[src/rtl/soc_timer.sv]
// Memory-mapped prescaled tick timer with compare match, sticky flag and level irq.
// Optional ONESHOT control bit (CTRL bit3) is built in when SOC_TIMER_ONESHOT_EN is defined.
module soc_timer #(
    parameter int WIDTH    = 32,
    parameter int PRESCALE = 16
) (
    input  logic             clk,
    input  logic             rst,
    input  logic             enable,
    input  logic             sel,
    input  logic             we,
    input  logic [1:0]       addr,
    input  logic [WIDTH-1:0] wdata,
    output logic [WIDTH-1:0] rdata,
    output logic             ready,
    output logic             irq
);

    localparam logic [15:0] PRESC_LAST = 16'(PRESCALE - 1);

    typedef enum logic {
        ST_IDLE = 1'b0,
        ST_ACK  = 1'b1
    } state_t;

    state_t           r_state;
    logic             r_ready;
    logic [WIDTH-1:0] r_rdata;
    logic             r_run;
    logic             r_ie;
    logic             r_reload;
    logic             r_flag;
    logic [WIDTH-1:0] r_count;
    logic [WIDTH-1:0] r_compare;
    logic [15:0]      r_presc;

    logic             w_accept;
    logic             w_wr;
    logic             w_wr_ctrl;
    logic             w_wr_count;
    logic             w_wr_cmp;
    logic             w_wr_stat;
    logic             w_tick;
    logic             w_match;
    logic             w_oneshot;
    logic             w_stop;
    logic [WIDTH-1:0] w_rd_val;

    // Bus handshake: an access is taken on the edge where IDLE sees sel=1; ready is
    // then high for exactly the following cycle, during which sel is ignored.
    assign w_accept   = (r_state == ST_IDLE) && sel;
    assign w_wr       = w_accept && we;
    assign w_wr_ctrl  = w_wr && (addr == 2'd0);
    assign w_wr_count = w_wr && (addr == 2'd1);
    assign w_wr_cmp   = w_wr && (addr == 2'd2);
    assign w_wr_stat  = w_wr && (addr == 2'd3);

    assign w_tick  = r_run && enable && (r_presc == PRESC_LAST);
    assign w_match = (r_count == r_compare);
    assign w_stop  = w_tick && w_match && w_oneshot;

`ifdef SOC_TIMER_ONESHOT_EN
    logic r_oneshot;

    always_ff @(posedge clk or negedge rst) begin
        if (!rst) begin
            r_oneshot <= 1'b0;
        end else if (w_wr_ctrl) begin
            r_oneshot <= wdata[3];
        end
    end

    assign w_oneshot = r_oneshot;
`else
    assign w_oneshot = 1'b0;
`endif

    always_comb begin
        w_rd_val = '0;
        case (addr)
            2'd0:    w_rd_val[3:0] = {w_oneshot, r_reload, r_ie, r_run};
            2'd1:    w_rd_val = r_count;
            2'd2:    w_rd_val = r_compare;
            default: w_rd_val[0] = r_flag;
        endcase
    end

    always_ff @(posedge clk or negedge rst) begin
        if (!rst) begin
            r_state <= ST_IDLE;
            r_ready <= 1'b0;
            r_rdata <= '0;
        end else begin
            case (r_state)
                ST_IDLE: begin
                    if (sel) begin
                        r_state <= ST_ACK;
                        r_ready <= 1'b1;
                        r_rdata <= w_rd_val;
                    end
                end
                default: begin
                    r_state <= ST_IDLE;
                    r_ready <= 1'b0;
                end
            endcase
        end
    end

    // A oneshot stop needs no explicit prescaler clear: the stop always lands on a
    // tick edge, where the prescaler wraps to zero anyway.
    always_ff @(posedge clk or negedge rst) begin
        if (!rst) begin
            r_presc <= '0;
        end else if (w_wr_ctrl && !wdata[0]) begin
            r_presc <= '0;
        end else if (r_run && enable) begin
            r_presc <= w_tick ? '0 : r_presc + 16'd1;
        end
    end

    always_ff @(posedge clk or negedge rst) begin
        if (!rst) begin
            r_run    <= 1'b0;
            r_ie     <= 1'b0;
            r_reload <= 1'b0;
        end else if (w_wr_ctrl) begin
            r_run    <= wdata[0];
            r_ie     <= wdata[1];
            r_reload <= wdata[2];
        end else if (w_stop) begin
            r_run    <= 1'b0;
        end
    end

    // Bus writes beat the tick; the match always looks at pre-edge COUNT/COMPARE.
    always_ff @(posedge clk or negedge rst) begin
        if (!rst) begin
            r_count <= '0;
        end else if (w_wr_count) begin
            r_count <= wdata;
        end else if (w_tick) begin
            r_count <= (w_match && r_reload) ? '0 : r_count + 1'b1;
        end
    end

    always_ff @(posedge clk or negedge rst) begin
        if (!rst) begin
            r_compare <= '1;
        end else if (w_wr_cmp) begin
            r_compare <= wdata;
        end
    end

    always_ff @(posedge clk or negedge rst) begin
        if (!rst) begin
            r_flag <= 1'b0;
        end else if (w_tick && w_match) begin
            r_flag <= 1'b1;
        end else if (w_wr_stat && wdata[0]) begin
            r_flag <= 1'b0;
        end
    end

    assign ready = r_ready;
    assign rdata = r_rdata;
    assign irq   = r_flag & r_ie;

endmodule

[config.mk]
export PLATFORM = sky130hd
export DESIGN_NAME = soc_timer
export DESIGN_NICKNAME = d
export VERILOG_FILES = /design/src/rtl/soc_timer.sv
export SDC_FILE = /design/constraint.sdc
export NUM_CORES = 1
export LEC_CHECK = 0
export ABC_AREA = 1
export CAP_MARGIN = 5
export CORE_ASPECT_RATIO = 0.7
export CORE_UTILIZATION = 58
export DETAILED_ROUTE_END_ITERATION = 8
export MAX_ROUTING_LAYER = met4
export PLACE_DENSITY = 0.81
export SETUP_SLACK_MARGIN = 0.1
export SLEW_MARGIN = 20
export SYNTH_ARGS = -nofsm -noshare
export SYNTH_HDL_FRONTEND = slang
export SYNTH_SLANG_ARGS = --single-unit
[constraint.sdc]
create_clock -name clk -period 2.1 [get_ports clk]
set_clock_uncertainty 0.15 [all_clocks]
set_input_delay 0.21 -clock clk [delete_from_list [all_inputs] [get_ports clk]]
set_output_delay 0.21 -clock clk [all_outputs]
set_load 0.02 [all_outputs]
* Word level (Yosys, flattened, before mapping)
Cells that the tools add are included.
** Cells by class
- Add/sub/neg operators :: 2
- Equal/unequal tests :: 5
- Mux-type cells :: 15
- Bitwise operators :: 2
- Reduce and logical (&&, ||, !) cells :: 19
** Operators by type and width (count)
- 32-bit two-way mux :: 3
- 28-bit one-hot mux with 2 select lines :: 1
- 16-bit two-way mux :: 3
- 32-bit by 1-bit adder with 32-bit output, second input constant :: 1
- 32-bit equality test :: 1
- 16-bit by 1-bit adder with 16-bit output, second input constant :: 1
- 16-bit by 4-bit equality test with 1-bit output, second input constant :: 1
- 1-bit logical AND :: 12
- 3-bit one-hot mux with 3 select lines :: 1
- 2-bit nonzero test :: 4
- 1-bit two-way mux :: 6
- 2-bit equality test, second input constant :: 2
- 1-bit one-hot mux with 3 select lines :: 1
- 2-bit by 1-bit equality test with 1-bit output, second input constant :: 1
- 2-bit logical NOT :: 1
- 2-bit AND reduction :: 1
- 1-bit bitwise AND :: 1
- 1-bit logical NOT :: 1
- 1-bit inverter :: 1
** Storage, ports and cells
- Register bits :: 118
- Word-level logic and storage cells :: 53

* Depth between registers and ports, before layout
- Depth after elaboration :: 7
- Mapped depth :: 11
- Gate-level depth less buffers :: 11

* Least setup slack after synthesis
No wires, ideal clock.
- Kind :: register to register
- Start point :: register r_compare[10]
- End point :: register r_count[0]
- Setup time :: 118 ps
- Arrival :: 1352 ps
- Required time :: 1832 ps
- Slack :: 480 ps
- Stages on the path, launching flop included :: 10
- Period minus slack after synthesis :: 1620 ps
- Cell sequence :: dfstp_2 xnor2_1 nand2_1 nor2_1 nand2_1 nor2_2 nand3_4 buf_6 nand4_1 nand2_1
** On the way
- Word-level cells in the longest chain between the ends :: 5
** Ends and longest elaborated chain
- start, declared :: line 34 : logic [WIDTH-1:0] r_compare;
- start signal, assigned :: line 151 : r_compare <= wdata;
- 32-bit equality test :: line 59 : assign w_match = (r_count == r_compare);
- 1-bit logical AND :: line 143 : r_count <= (w_match && r_reload) ? '0 : r_count + 1'b1;
- 32-bit two-way mux :: line 143
- 32-bit two-way mux :: line 142 : end else if (w_tick) begin
- 32-bit two-way mux :: line 140 : end else if (w_wr_count) begin
- end signal, assigned :: line 141 : r_count <= wdata;
- end signal, assigned :: line 143
- end, declared :: line 33 : logic [WIDTH-1:0] r_count;
Every way passes these cells. The select of a mux whose other input is x is not followed.
A chain may end at the register's enable or synchronous reset.

* Worst setup path after layout
- Start point :: register r_compare[30]
- End point :: register r_count[31]
Same word-level chain as after synthesis.

==> summary.md <==
| Metric | Value |
|---|---|
| Internal cell power | `6.35 mW` |
| Number of port buffers | `72` |
| Finished Cell Area | `9280 µm²` |
| Number of enable flip-flop cells after synthesis | `0` |
| Cell breakdown of the critical path | `xnor2_2, nand2_2, nor2_2, nand2_2, nor2_4, nand3_4, buf_12, nand4_1, nand2_1` |
| H-tree lvl count | `4` |
| TritonCTS Buffers | `17` |
| Sequential-to-total area share from yosys stat | `41.3%` |
| Power share of the sequential group | `35.5%` |
| DR WL/cell | `17.3 µm` |
| Worst Path Arrival | `2.16 ns` |
| Startpoint of the most critical setup path | `r_compare[30]$_DFFE_PN1P_` |
| Initial cell density of the core | `60.7%` |
| Switching Power | `3.35 mW` |
| Maximum number of pins on one net before global-route repair | `48` |
| Core box area | `11900 µm²` |
| Maximum fanout along the worst path | `8` |
| Yosys reg bits | `118` |
| Detailed-route DRC error count | `0` |
| Min setup slack post-route | `0.0990 ns` |
| Routed vias | `7220` |
| Overflow after GRT | `0` |
| # diodes | `0` |
| Average instance area after synthesis | `7.17 µm²` |
| Die Footprint | `12900 µm²` |
| CP Class | `reg2reg` |
| Final-report hold violation count | `0` |
| Fraction of final layout cells with drive strength greater than 1 | `16.7%` |
| Via density | `5.65` |
| Cell area reported after detailed placement | `8370 µm²` |
| Number of DRC violations after detailed-routing iteration 0 | `860` |
| Share of the clock period used by the worst path | `95.3%` |
| FF-to-FF Start | `r_compare[30]$_DFFE_PN1P_` |
| Total setup violations reported at the end of the flow | `0` |
| TritonCTS clock tree | `done` |
| VDD IR max | `0.623 mV` |
| Placement Rows | `33` |
| Logic gate share of total power | `29.5%` |
| Tmin final | `2.00 ns` |
| Post-DRT Antenna Nets | `0` |
| Combined area of all synthesized cells | `7240 µm²` |
| Count of warnings emitted by yosys | `0` |
| Number of nets in the layout | `1156` |
| Global routing usage summed across all routing layers | `36.6%` |
| Cell Count, Final, Fillers Out | `1279` |
| Number of sinks handled by clock tree synthesis | `118` |
| Setup slack of the most critical reg-to-reg path | `0.1 ns` |
| DP HPWL | `15600 µm` |
| Slew at the pin closest to its max-slew limit | `0.431 ns` |
| Unrepaired setup endpoints after global routing | `true` |
| Final wirelength | `22200 µm` |
| Post-synth ARST share | `100%` |
| Required arrival time at the worst endpoint | `2.26 ns` |
| Critical Path End Type | `flop` |
| Worst setup SP type | `flop` |
| Clock root buffer | `sky130_fd_sc_hd__clkbuf_16` |
| Switching part of the total | `34.5%` |
| Routability-driven placement congestion ratio | `0.994` |
| Core utilization of the finished layout | `77.8%` |
| Via count of the first global-routing pass | `6598` |
| Clock power frac | `35.0%` |
| Worst Hold Class | `in2async` |
| Antenna violations before repair | `0` |
| Maximum root-to-sink buffer count | `2` |
| First-pass GRT wire length | `34400 µm` |
| Peak per-stage delay on the critical path | `0.58 ns` |
| Count of maximum capacitance violations | `0` |
| Die height | `95.5 µm` |
| Yosys cell types | `37` |
| Synthesized Nets | `1055` |
| Max-slew violation count | `0` |
| Slowest-stage cell, CP | `sky130_fd_sc_hd__dfstp_2` |
| Cell with the most instances on the worst path | `sky130_fd_sc_hd__nand2_2` |
| Minimum setup slack after placement | `0.0629 ns` |
| Post-Syn Instances | `1009` |
| I/O pin count | `73` |
| Endpoint of the lowest-slack register-to-register path | `r_count[31]$_DFFE_PN0P_` |
| Relative slew slack | `71.3%` |
| Setup tns final | `0 ns` |
| Upper clock frequency limit | `0.500 GHz` |
| Outcome | `finished clean` |
| Number of detailed-route iterations in the first pass | `8` |
| Horizontal extent of the die | `136 µm` |
| Power per unit of standard cell area | `1040 nW/µm²` |
| Clock latency at the later pin of the worst-skew pair | `0.43 ns` |
| R2r worst-path depth | `9` |
| Clock transition at the registers of the reported paths | `0.06 ns` |
| Area growth, synth to finish | `28.2%` |
| Leakage | `4.56 nW` |
| Main synth FF type | `sky130_fd_sc_hd__dfrtp_1` |
| Dpl cells | `1239` |
| Number of inserted filler cells in the final layout | `873` |
power by group through the flow:
stage / Clock, mW / Combinational [mW] / Sequential [mW]
2_1_floorplan: 0 / 1.70 / 3.38
3_3_place_gp: 0 / 2.56 / 3.39
3_5_place_dp: 0 / 2.63 / 3.41
4_1_cts: 3.42 / 2.68 / 3.39
5_1_grt: 3.53 / 3.15 / 3.50
6_report: 3.40 / 2.86 / 3.45
metal layers:
metal  up-vias  track usage (%)  part of all wire, %
met3        51             8.03                  9.7
li1       3413                -                    -
met4         0             11.7                  2.2
met1      3362             52.4                   46
met2       394             51.0                   43
met5         -                -                    0
how the worst max path moves through the flow:
stage | cells past startpoint | end
finish | 9 | r_count[31]$_DFFE_PN0P_
global route | 9 | r_count[28]$_DFFE_PN0P_
CTS | 9 | r_count[15]$_DFFE_PN0P_
detailed placement | 9 | r_count[2]$_DFFE_PN0P_
global placement | 10 | r_presc[10]$_DFFE_PN0P_
floorplan | 9 | r_count[0]$_DFFE_PN0P_
registers in the layout, summed over array words and instances (netlist names):
| name | flops |
|---|---|
| r_compare | 32 |
| r_count | 32 |
| r_flag | 1 |
| r_ie | 1 |
| r_presc | 16 |
| r_reload | 1 |
| r_run | 1 |
| r_state | 1 |
| rdata | 32 |
| ready | 1 |
metrics by stage:
stage	hold slack (ns)	power, mW
floorplan	-0.236	5.08
global placement	0.0242	5.95
detailed placement	0.0301	6.04
CTS	0.133	9.49
global route	0.158	10.2
finish	0.119	9.70
Yosys cell counts, types with 18 or more instances:
| cell | count | share of area (%) |
|---|---|---|
| sky130_fd_sc_hd__dfstp_2 | 32 | 12 |
| sky130_fd_sc_hd__dfrtp_1 | 86 | 30 |
| sky130_fd_sc_hd__inv_2 | 27 | 1.4 |
| sky130_fd_sc_hd__nand4_1 | 37 | 3.2 |
| sky130_fd_sc_hd__nand2_1 | 313 | 16 |
| sky130_fd_sc_hd__inv_1 | 135 | 7.0 |
| sky130_fd_sc_hd__o22ai_1 | 46 | 4.0 |
| sky130_fd_sc_hd__clkbuf_1 | 18 | 0.93 |
| sky130_fd_sc_hd__xnor2_1 | 21 | 2.5 |
| sky130_fd_sc_hd__nand3_1 | 52 | 3.6 |
| sky130_fd_sc_hd__o21ai_0 | 66 | 4.6 |
| sky130_fd_sc_hd__nor2_1 | 65 | 3.4 |
cells in the final DEF, fill, tap and decap left out, drive strengths merged, types with 2 or more instances in the layout:
| master | count |
|---|---|
| dfstp | 32 |
| inv | 162 |
| nand3 | 54 |
| o21ai | 67 |
| xnor2 | 21 |
| clkdlybuf4s50 | 71 |
| a22o | 2 |
| ha | 7 |
| a21oi | 14 |
| nand2 | 323 |
| nor3 | 12 |
| clkbuf | 22 |
| nand4 | 37 |
| xor2 | 16 |
| buf | 47 |
| clkinv | 6 |
| nor2 | 80 |
| and3 | 2 |
| o22ai | 46 |
| dfrtp | 86 |
| bufinv | 6 |
| clkinvlp | 2 |
repair_timing:
action,4_1_cts,5_1_grt
setup endpoints to repair,0,33
endpoints found under the hold margin,89,0
buffers inserted,0,5
resized for setup,0,22
hold buffers,1,0
cell type report:
cell class              count  area (µm²)  share of cell area [%]
inverters                 165         619                    6.67
clock buffers              20         467                    5.03
well taps                 157         196                    2.12
multi-input cells         687        3510                    37.8
clock inverters            11         221                    2.39
repair buffers            121        1280                    13.8
flip-flops and latches    118        2990                    32.2
cell families after synthesis:
| family | Yosys count | share of synthesized area [%] |
|---|---|---|
| AOI/OAI and AO/OA | 131 | 10.0 |
| xor gates and xnor gates | 37 | 4.48 |
| DFF | 118 | 41.3 |
| adders and majority gates | 7 | 1.21 |
| buffers and inverters | 204 | 11.8 |
| and+or+nand+nor | 512 | 31.2 |
critical path, delay by kind of cell, from the launching register on:
kind,cells,cell delay [ns]
xor gates and xnor gates,1,0.13
buffers and inverters,1,0.19
DFF,1,0.58
and+or+nand+nor,7,0.82
Note: power is estimated with default switching activity, not from simulation.
